===== config.mk =====
export PLATFORM = sky130hd
export DESIGN_NAME = fetch_sequencer
export DESIGN_NICKNAME = d
export VERILOG_FILES = /design/src/rtl/fetch_sequencer_pkg.sv /design/src/rtl/fetch_sequencer_sat_counter.sv /design/src/rtl/fetch_sequencer.sv
export SDC_FILE = /design/constraint.sdc
export NUM_CORES = 1
export LEC_CHECK = 0
export CORE_MARGIN = 5
export CORE_UTILIZATION = 47
export CTS_BUF_LIST = sky130_fd_sc_hd__clkbuf_4
export DETAILED_ROUTE_END_ITERATION = 10
export GPL_TIMING_DRIVEN = 0
export PLACE_DENSITY = 0.81
export SETUP_SLACK_MARGIN = 0.4
export SKIP_CTS_REPAIR_TIMING = 1
export SLEW_MARGIN = 20
export SYNTH_ARGS = -nofsm -noshare
export SYNTH_HDL_FRONTEND = slang
export SYNTH_SLANG_ARGS = --single-unit

===== constraint.sdc =====
create_clock -name i_clk -period 2.3 [get_ports i_clk]
set_clock_uncertainty 0.1 [all_clocks]
set_input_delay 0.23 -clock i_clk [delete_from_list [all_inputs] [get_ports i_clk]]
set_output_delay 0.23 -clock i_clk [all_outputs]
set_load 0.1 [all_outputs]

===== src/rtl/fetch_sequencer_pkg.sv =====
// Shared types and default widths for the fetch sequencer and its counter.
package fetch_sequencer_pkg;

  localparam int DEF_MSB      = 11;
  localparam int DEF_OPCODE_W = 5;
  localparam int DEF_CNT_W    = 16;
  localparam logic [4:0] DEF_HALT_OPCODE = 5'b00000;

  typedef enum logic [2:0] {
    ST_IDLE   = 3'd0,
    ST_RUN    = 3'd1,
    ST_STEP   = 3'd2,
    ST_PAUSE  = 3'd3,
    ST_HALTED = 3'd4
  } state_t;

endpackage


===== src/rtl/fetch_sequencer_sat_counter.sv =====
// Saturating up-counter with synchronous clear; clear wins over increment.
module sat_counter #(
  parameter int CNT_W = 16
) (
  input  logic             clk,
  input  logic             rst,
  input  logic             clr,
  input  logic             inc,
  output logic [CNT_W-1:0] count
);

  logic [CNT_W-1:0] count_reg;

  always_ff @(posedge clk) begin
    if (rst || clr) begin
      count_reg <= '0;
    end else if (inc && (count_reg != '1)) begin
      count_reg <= count_reg + 1'b1;
    end
  end

  assign count = count_reg;

endmodule


===== src/rtl/fetch_sequencer.sv =====
// Fetch flow control (idle/run/step/pause/halt) driving program_counter.
// Optional breakpoint support is enabled by defining FETCH_SEQ_BREAKPOINT_EN.
module fetch_sequencer
  import fetch_sequencer_pkg::*;
#(
  parameter int MSB      = DEF_MSB,
  parameter int OPCODE_W = DEF_OPCODE_W,
  parameter int CNT_W    = DEF_CNT_W,
  parameter logic [OPCODE_W-1:0] HALT_OPCODE = OPCODE_W'(DEF_HALT_OPCODE)
) (
  input  logic                i_clk,
  input  logic                i_rst,
  input  logic                i_start,
  input  logic                i_step,
  input  logic [MSB-1:0]      i_pc,
  input  logic [OPCODE_W-1:0] i_opcode,
`ifdef FETCH_SEQ_BREAKPOINT_EN
  input  logic [MSB-1:0]      i_bp_addr,
  input  logic                i_bp_valid,
  output logic                o_bp_hit,
`endif
  output logic [MSB-1:0]      o_inc,
  output logic                o_pc_en,
  output logic                o_busy,
  output logic                o_halted,
  output logic [CNT_W-1:0]    o_icount
);

  state_t state_reg, state_next;
  logic   cnt_clr, cnt_inc;
  logic   is_halt, bp_stop;
  logic [MSB-1:0] pc_plus;

  assign is_halt = (i_opcode == HALT_OPCODE);
  assign pc_plus = i_pc + 1'b1;

`ifdef FETCH_SEQ_BREAKPOINT_EN
  // Breakpoints only fire when the previous cycle was also RUN, so a resume
  // from PAUSE executes the instruction sitting at the breakpoint address.
  logic prev_run_reg;

  always_ff @(posedge i_clk) begin
    if (i_rst) prev_run_reg <= 1'b0;
    else       prev_run_reg <= (state_reg == ST_RUN);
  end

  assign bp_stop = i_bp_valid && (i_pc == i_bp_addr) && prev_run_reg;
`else
  assign bp_stop = 1'b0;
`endif

  always_ff @(posedge i_clk) begin
    if (i_rst) state_reg <= ST_IDLE;
    else       state_reg <= state_next;
  end

  always_comb begin
    state_next = state_reg;
    o_inc      = i_pc;
    o_pc_en    = 1'b1;
    cnt_clr    = 1'b0;
    cnt_inc    = 1'b0;
`ifdef FETCH_SEQ_BREAKPOINT_EN
    o_bp_hit   = 1'b0;
`endif
    case (state_reg)
      ST_IDLE: begin
        o_pc_en = 1'b0;
        o_inc   = '0;
        if (i_start) begin
          state_next = ST_RUN;
          cnt_clr    = 1'b1;
        end else if (i_step) begin
          state_next = ST_STEP;
          cnt_clr    = 1'b1;
        end
      end
      ST_RUN: begin
        if (is_halt) begin
          state_next = ST_HALTED;
        end else if (bp_stop) begin
          state_next = ST_PAUSE;
`ifdef FETCH_SEQ_BREAKPOINT_EN
          o_bp_hit   = 1'b1;
`endif
        end else begin
          o_inc   = pc_plus;
          cnt_inc = 1'b1;
        end
      end
      ST_STEP: begin
        state_next = is_halt ? ST_HALTED : ST_PAUSE;
        if (!is_halt) begin
          o_inc   = pc_plus;
          cnt_inc = 1'b1;
        end
      end
      ST_PAUSE: begin
        if (i_start)     state_next = ST_RUN;
        else if (i_step) state_next = ST_STEP;
      end
      ST_HALTED: begin
        // Restart drops the enable right away so the PC is already 0 in IDLE.
        if (i_start) begin
          state_next = ST_IDLE;
          o_pc_en    = 1'b0;
          o_inc      = '0;
        end
      end
      default: begin
        state_next = ST_IDLE;
        o_pc_en    = 1'b0;
        o_inc      = '0;
      end
    endcase
  end

  assign o_busy   = (state_reg == ST_RUN) || (state_reg == ST_STEP);
  assign o_halted = (state_reg == ST_HALTED);

  sat_counter #(
    .CNT_W (CNT_W)
  ) u_icount (
    .clk   (i_clk),
    .rst   (i_rst),
    .clr   (cnt_clr),
    .inc   (cnt_inc),
    .count (o_icount)
  );

endmodule


==> results.toml, run 1 <==
[outcome]
outcome = "finished, violations left"
violations = "setup timing"

[route]
final_antenna_net_count = 0
dr_wl_met3_microns = 771
detailroute.wirelength.met2_microns = 3770
routed_wire_length_per_instance_microns = 24.4
met1_layer_wirelength_in_the_final_routing_microns = 2630
drt_wl_total_microns = 7560
detailedRoute.firstPassIterationCount = 6
drt_iter0_markers = 352
detail_route.drc_violations = 0
post_drt_via_cell_ratio = 7.24
detailroute.via_count = 2245
maxUsedRoutingLayer = "met4"

[die]
coreArea_sq_um = 3080
initial_utilization = 0.492
area_enclosed_by_the_die_boundary_sq_um = 4460
io-pin-count = 50
die_width_microns = 66.8
placementRows = 20
die_height_microns = 66.8

[min_path]
hold_path_end = "u_icount.count[7]"
timing.hold.worst.start = "u_icount.count[7]"
worst_hold_depth = 2
timing.hold.worst.class = "register to register"

[power]
power_report.internal_total_uw = 677
p_seq_frac = 0.252
power.ir.vdd_worst_uv = 374
design_power_total_mw = 1.29
power.share.combinational = 0.606
leakage_nw = 1.32
p_clk_frac = 0.142
power-per-cell-area_nw_per_um2 = 446
sw_frac_of_total = 0.473
switchingPower_uw = 608

[cts]
clock_path_buffers = 2
clk_root_buffer_cell = "sky130_fd_sc_hd__clkbuf_4"
clock_tree_from_tritoncts = "yes"
clk_pin_slew_worst_paths_ns = 0.12
clock_sinks = 19
cts.htree.levels = 1
numCtsBuffers = 3
worst_skew_pair.late_latency_ns = 0.32

[global_routing]
grt.overflow.total = 0
track_usage = 0.230
global_route_wire_length_before_repair_microns = 7980
largest_net_degree_at_the_start_of_global_routing = 12
grt_antenna_before_repair = 0
first_global_vias = 1728

[logic_synthesis]
synth.yosys.seq_area_share = 0.251
synth-xor-area-share = 0.0107
yosys.area_share.simple = 0.309
yosysUniqueCellTypes = 43
yosys_register_bits = 19
post_synth_mux_area_share = 0.00661
postSynthAreaPerCell_sq_um = 7.50
synth.cell_area_sq_um = 1520
combinational_family_with_the_most_area_after_synthesis = "compound AO/OA/AOI/OAI gates"
share_of_synthesized_cell_area_in_full_adder_half_adder_and_majority_cells = 0.0165
yosysWarningCount = 0
mappedNetlistNets = 224
synthCells = 202
synth_compound_area_frac = 0.322

[setup_path]
reg2regPathDepth = 7
critical_path_cell_by_cell = "buf_6 > xnor2_4 > or2_4 > buf_8 > or4_4 > nand3_4 > buf_12"
timing.critical_path.fanout_max = 10
r2r_start = "u_icount.count[0]"
startpoint_types = "register"
cp-end-kind = "output port"
r2r_setup_slack_ns = 0.22
critical_path.max_stage_delay_ns = 0.50
rr_endpoint = "u_icount.count[2]"
crit_required_ns = 1.97
timing_worst_setup_path_type = "register to output port"
cp_slowest_cell = "sky130_fd_sc_hd__or4_4"
arrival_ns = 2.13

[placed_design]
place.detailed.instances = 295
finalWeightedCongestion = 0.947
detailed_place_hpwl_microns = 3840
io_buffers = 49

[finish]
fin_cells = 310
largest_register_ffs = 16
finalNetCount = 289
area.growth.synth_to_final_pct = 90.3
drive_above_1_share = 0.466
num_antenna_cells = 0

[sta]
final-max-slew-violation-count = 0
slew_headroom = 0.341
rsz0062_at_grt = "yes"
final_hold_viol_count = 0
max_freq_mhz = 406
final_min_period_over_clock_period = 1.07
post-route-min-period_ns = 2.46
worst-slew-pin-transition_ns = 0.987
worst_slack_ns = -0.161
finalSetupViolCount = 10

[job]
maxCapViolCount = 0
==> cell usage after synthesis, drive strengths merged <==
library cell  count  share of area
a21oi            23          0.076
dfxtp            19           0.25
or4              17          0.084
nand2            15          0.037
o21ai            13          0.043
o31ai            12          0.059
nand4            11          0.045
inv              10          0.025
buf               9          0.047
nand3             9          0.030
o211ai            6          0.030
clkbuf            5          0.012
or3               5          0.021
and3              4          0.017
nor2              4         0.0099
a211oi            3          0.015
and2              3          0.012
nor2b             3          0.012
a211o             2          0.012
a21o              2         0.0099
a22o              2          0.012
a31oi             2         0.0083
and4              2          0.012
ha                2          0.017
nor3              2         0.0066
nor4              2         0.0083
o2111ai           2          0.012
a2111o            1         0.0074
a22oi             1         0.0050
a2bb2oi           1         0.0058
a31o              1         0.0058
a41oi             1         0.0058
mux2i             1         0.0066
nand2b            1         0.0041
nor4b             1         0.0058
o21ba             1         0.0066
o22ai             1         0.0041
o31a              1         0.0058
or2               1         0.0041
xnor2             1          0.011
==> layout by cell type, fill, tap and decap left out, types with 2 or more instances in the layout <==
cell type and count:
sky130_fd_sc_hd__a211oi_1 2, sky130_fd_sc_hd__o211ai_1 6, sky130_fd_sc_hd__buf_12 14, sky130_fd_sc_hd__buf_4 12, sky130_fd_sc_hd__o31ai_2 4, sky130_fd_sc_hd__and3_1 4
sky130_fd_sc_hd__a211o_1 2, sky130_fd_sc_hd__inv_1 9, sky130_fd_sc_hd__nand4_1 11, sky130_fd_sc_hd__nand3_1 7, sky130_fd_sc_hd__or4_1 6, sky130_fd_sc_hd__clkbuf_2 2
sky130_fd_sc_hd__o21ai_2 2, sky130_fd_sc_hd__nor2_1 4, sky130_fd_sc_hd__buf_8 2, sky130_fd_sc_hd__o2111ai_2 2, sky130_fd_sc_hd__nor4_4 2, sky130_fd_sc_hd__a31oi_4 2
sky130_fd_sc_hd__dlymetal6s2s_1 24, sky130_fd_sc_hd__nand3_4 2, sky130_fd_sc_hd__and2_1 2, sky130_fd_sc_hd__nor2b_1 2, sky130_fd_sc_hd__or4_4 11, sky130_fd_sc_hd__o31ai_1 7
sky130_fd_sc_hd__and4_1 2, sky130_fd_sc_hd__nand2_1 14, sky130_fd_sc_hd__o21ai_4 6, sky130_fd_sc_hd__clkbuf_4 4, sky130_fd_sc_hd__o21ai_0 4, sky130_fd_sc_hd__a21oi_2 10
sky130_fd_sc_hd__clkdlybuf4s50_1 10, sky130_fd_sc_hd__a21oi_1 12, sky130_fd_sc_hd__or3_1 5, sky130_fd_sc_hd__buf_6 7, sky130_fd_sc_hd__dfxtp_2 2, sky130_fd_sc_hd__dfxtp_4 17
==> stage by stage <==
step                      setup TNS, ns  hold WS [ns]   util  worst slack (ns)  area [sq um]
after floorplan                       0         0.202      -            0.0634          1820
after CTS                        -14.10         0.404  0.778             -1.27          2390
after global placement           -12.55         0.378  0.769             -1.17          2370
after global routing              -1.42         0.445  0.937            -0.201          2880
after detailed placement         -13.59         0.385  0.769             -1.26          2370
final                             -1.02         0.421  0.937            -0.161          2880
==> how the worst max path moves through the flow <==
stage | start | end | slack [ns] | depth (start not counted)
3_3_place_gp | i_opcode[0] | o_inc[6] | -1.17 | 7
4_1_cts | i_opcode[0] | o_inc[10] | -1.27 | 7
3_5_place_dp | i_opcode[0] | o_inc[10] | -1.26 | 7
5_1_grt | state_reg[0] | o_inc[8] | -0.20 | 7
2_1_floorplan | i_opcode[0] | o_inc[6] | 0.06 | 5
6_report | state_reg[0] | o_inc[8] | -0.16 | 7
==> cells by family (layout without fill, tap and decap cells) <==
kind of cell             after synthesis  count (layout)
XOR/XNOR                               1               1
AND/OR/NAND/NOR                       80              80
multiplexers                           1               1
buffers and inverters                 24              88
flip-flops                            19              19
AO/OA/AOI/OAI                         75              75
adder cells (fa/ha/maj)                2               2
==> critical path: cells and delay by family (launching register included) <==
| family | cells | cell delay, ns |
|---|---|---|
| and+or+nand+nor | 3 | 0.84 |
| DFF | 1 | 0.35 |
| buffers and inverters | 3 | 0.46 |
| xor gates and xnor gates | 1 | 0.15 |
==> final cells by class <==
type | instances | area, sq um
Fill cell | 97 | 195
Buffer | 14 | 158
Inverter | 10 | 40.0
Timing Repair Buffer | 60 | 748
Tap cell | 44 | 55.1
Multi-Input combinational cell | 159 | 1410
Clock inverter | 1 | 5.00
Sequential cell | 19 | 447
Clock buffer | 3 | 22.5
==> layer usage <==
layer,GRT usage,up-vias
met1,0.296,1050
met3,0.0540,47
met2,0.387,218
met4,0.0482,0
li1,-,930
met5,0,-
==> power groups by stage <==
stage | Combinational (mW) | Sequential [mW] | Clock [mW]
floorplan | 0.454 | 0.345 | 0
global placement | 0.603 | 0.330 | 0
detailed placement | 0.615 | 0.331 | 0
CTS | 0.617 | 0.323 | 0.182
global route | 0.801 | 0.324 | 0.194
finish | 0.780 | 0.323 | 0.183
Note: power is estimated with default switching activity, not from simulation.
==> run 2, diff against run 1 <==
CORE_MARGIN = default   (was 5)
SKIP_LAST_GASP = 1   (was default)
==> results.toml, run 2 (synthesis gave the netlist of run 1 again) <==
[min_path]
timing.hold.worst.class = "register to register"

[setup_path]
cp-end-kind = "output port"
timing_worst_setup_path_type = "input pin to output port"
timing.critical_path.buf_inv = 3
startpoint_types = "input pin"
cp_slowest_cell = "sky130_fd_sc_hd__clkdlybuf4s50_1"
timing.critical_path.fanout_max = 6
critical_path.max_stage_delay_ns = 0.59
crit_required_ns = 1.97
crit_family = "buffers and inverters"
arrival_ns = 2.22
critical_path_cell_by_cell = "clkdlybuf4s50_1 > and4_1 > o211ai_1 > buf_4 > or4_4 > nand3_4 > buf_12"

[sta]
final_min_period_over_clock_period = 1.11
finalSetupViolCount = 9
post-route-min-period_ns = 2.55
final-max-slew-violation-count = 0
worst-slew-pin-transition_ns = 0.993
worst_slack_ns = -0.249
slew_headroom = 0.337
rsz0062_at_grt = "yes"
final_hold_viol_count = 0
max_freq_mhz = 392

[cts]
clk_pin_slew_worst_paths_ns = 0.12
clock_path_buffers = 2
clk_root_buffer_cell = "sky130_fd_sc_hd__clkbuf_4"
clock_sinks = 19
worst_skew_pair.late_latency_ns = 0.32
cts.htree.levels = 1
clock_tree_from_tritoncts = "yes"
numCtsBuffers = 3

[outcome]
violations = "setup timing"
outcome = "finished, violations left"

[route]
post_drt_via_cell_ratio = 7.51
maxUsedRoutingLayer = "met4"
detailedRoute.firstPassIterationCount = 5
detailroute.via_count = 2342
routed_wire_length_per_instance_microns = 26.0
dr_wl_met3_microns = 903
met1_layer_wirelength_in_the_final_routing_microns = 2770
detailroute.wirelength.met2_microns = 3910
final_antenna_net_count = 0
drt_wl_total_microns = 8120
detail_route.drc_violations = 0
drt_iter0_markers = 454

[global_routing]
first_global_vias = 1631
grt_antenna_before_repair = 0
grt.overflow.total = 0
track_usage = 0.282
global_route_wire_length_before_repair_microns = 7600
largest_net_degree_at_the_start_of_global_routing = 12

[power]
power.ir.vdd_worst_uv = 437
sw_frac_of_total = 0.476
p_seq_frac = 0.243
power_report.internal_total_uw = 702
leakage_nw = 1.33
switchingPower_uw = 636
p_clk_frac = 0.138
power-per-cell-area_nw_per_um2 = 455
power.share.combinational = 0.618

[finish]
multiInputGateArea_sq_um = 1430
drive_above_1_share = 0.459
largest_register_ffs = 16
fillerInstances = 66
num_antenna_cells = 0
finalCoreUtilization = 0.963
final_cell_area_sq_um = 2940
most_common_cell_after_layout_fill_and_taps_aside = "sky130_fd_sc_hd__dlymetal6s2s_1"
most_frequent_cells_in_the_layout = "sky130_fd_sc_hd__dlymetal6s2s_1, sky130_fd_sc_hd__dfxtp_4, sky130_fd_sc_hd__buf_12, sky130_fd_sc_hd__nand2_1"
area.growth.synth_to_final_pct = 94.1
finalNetCount = 291
area.sequential_sq_um = 443

[placed_design]
placed_cell_area_sq_um = 2370
finalWeightedCongestion = 0.862
detailed_place_hpwl_microns = 3550
io_buffers = 49

[die]
io-pin-count = 50
initial_utilization = 0.496
coreArea_sq_um = 3050
die_width_microns = 58.8
placementRows = 20
area_enclosed_by_the_die_boundary_sq_um = 3460
die_height_microns = 58.8

[job]
maxCapViolCount = 0
## run 2: cell types whose count changed in the layout (fill, tap and decap cells not counted), moves of 2 or more
cell,change
sky130_fd_sc_hd__or3_1,-2
sky130_fd_sc_hd__o31ai_4,+2
sky130_fd_sc_hd__or4_4,-3
sky130_fd_sc_hd__or3_4,+2
sky130_fd_sc_hd__or4_1,+3
sky130_fd_sc_hd__clkdlybuf4s50_1,+2
## run 2: per-stage QoR
step | hold slack, ns | power (mW) | setup slack [ns] | cells | setup TNS [ns]
global placement | 0.383 | 0.939 | -1.21 | 295 | -13.39
global route | 0.436 | 1.37 | -0.297 | 312 | -1.63
detailed placement | 0.390 | 0.946 | -1.27 | 295 | -13.79
CTS | 0.408 | 1.12 | -1.28 | 299 | -14.18
floorplan | 0.202 | 0.800 | 0.0634 | 202 | 0
finish | 0.426 | 1.34 | -0.249 | 312 | -1.27
## run 2: tightest hold or removal path: stages (launching register included)
cell	delay, ns
sky130_fd_sc_hd__dfxtp_4	0.39
sky130_fd_sc_hd__o31ai_4	0.06
sky130_fd_sc_hd__a21oi_2	0.05
## run 2: cell type report
class                   count  share of cell area
clock buffers               3             0.00766
plain buffers              14              0.0540
multi-input cells         159               0.485
flip-flops and latches     19               0.151
clock inverters             1             0.00170
well taps                  44              0.0187
inverters                  10              0.0136
repair buffers             62               0.269
## run 2: path summary, 6_finish.rpt
check / from / endpoint / slack [ns] / cells after the start
min: u_icount.count[6] / u_icount.count[6] / 0.43 / 2
max reg2reg: state_reg[0] / u_icount.count[5] / 0.16 / 6
max: i_pc[4] / o_inc[8] / -0.25 / 7
min reg2reg: u_icount.count[6] / u_icount.count[6] / 0.43 / 2
## run 2: metal layers
metal,GRT usage,vias up
met2,0.451,256
met1,0.389,1075
met5,0,-
met3,0.0505,72
li1,-,939
met4,0.0782,0
## run 2: power by group through the flow
stage	logic [mW]	registers (mW)	clock network, mW
after CTS	0.616	0.323	0.183
after floorplan	0.454	0.345	0
final	0.827	0.326	0.185
after global routing	0.847	0.326	0.195
after detailed placement	0.615	0.330	0
after global placement	0.608	0.330	0
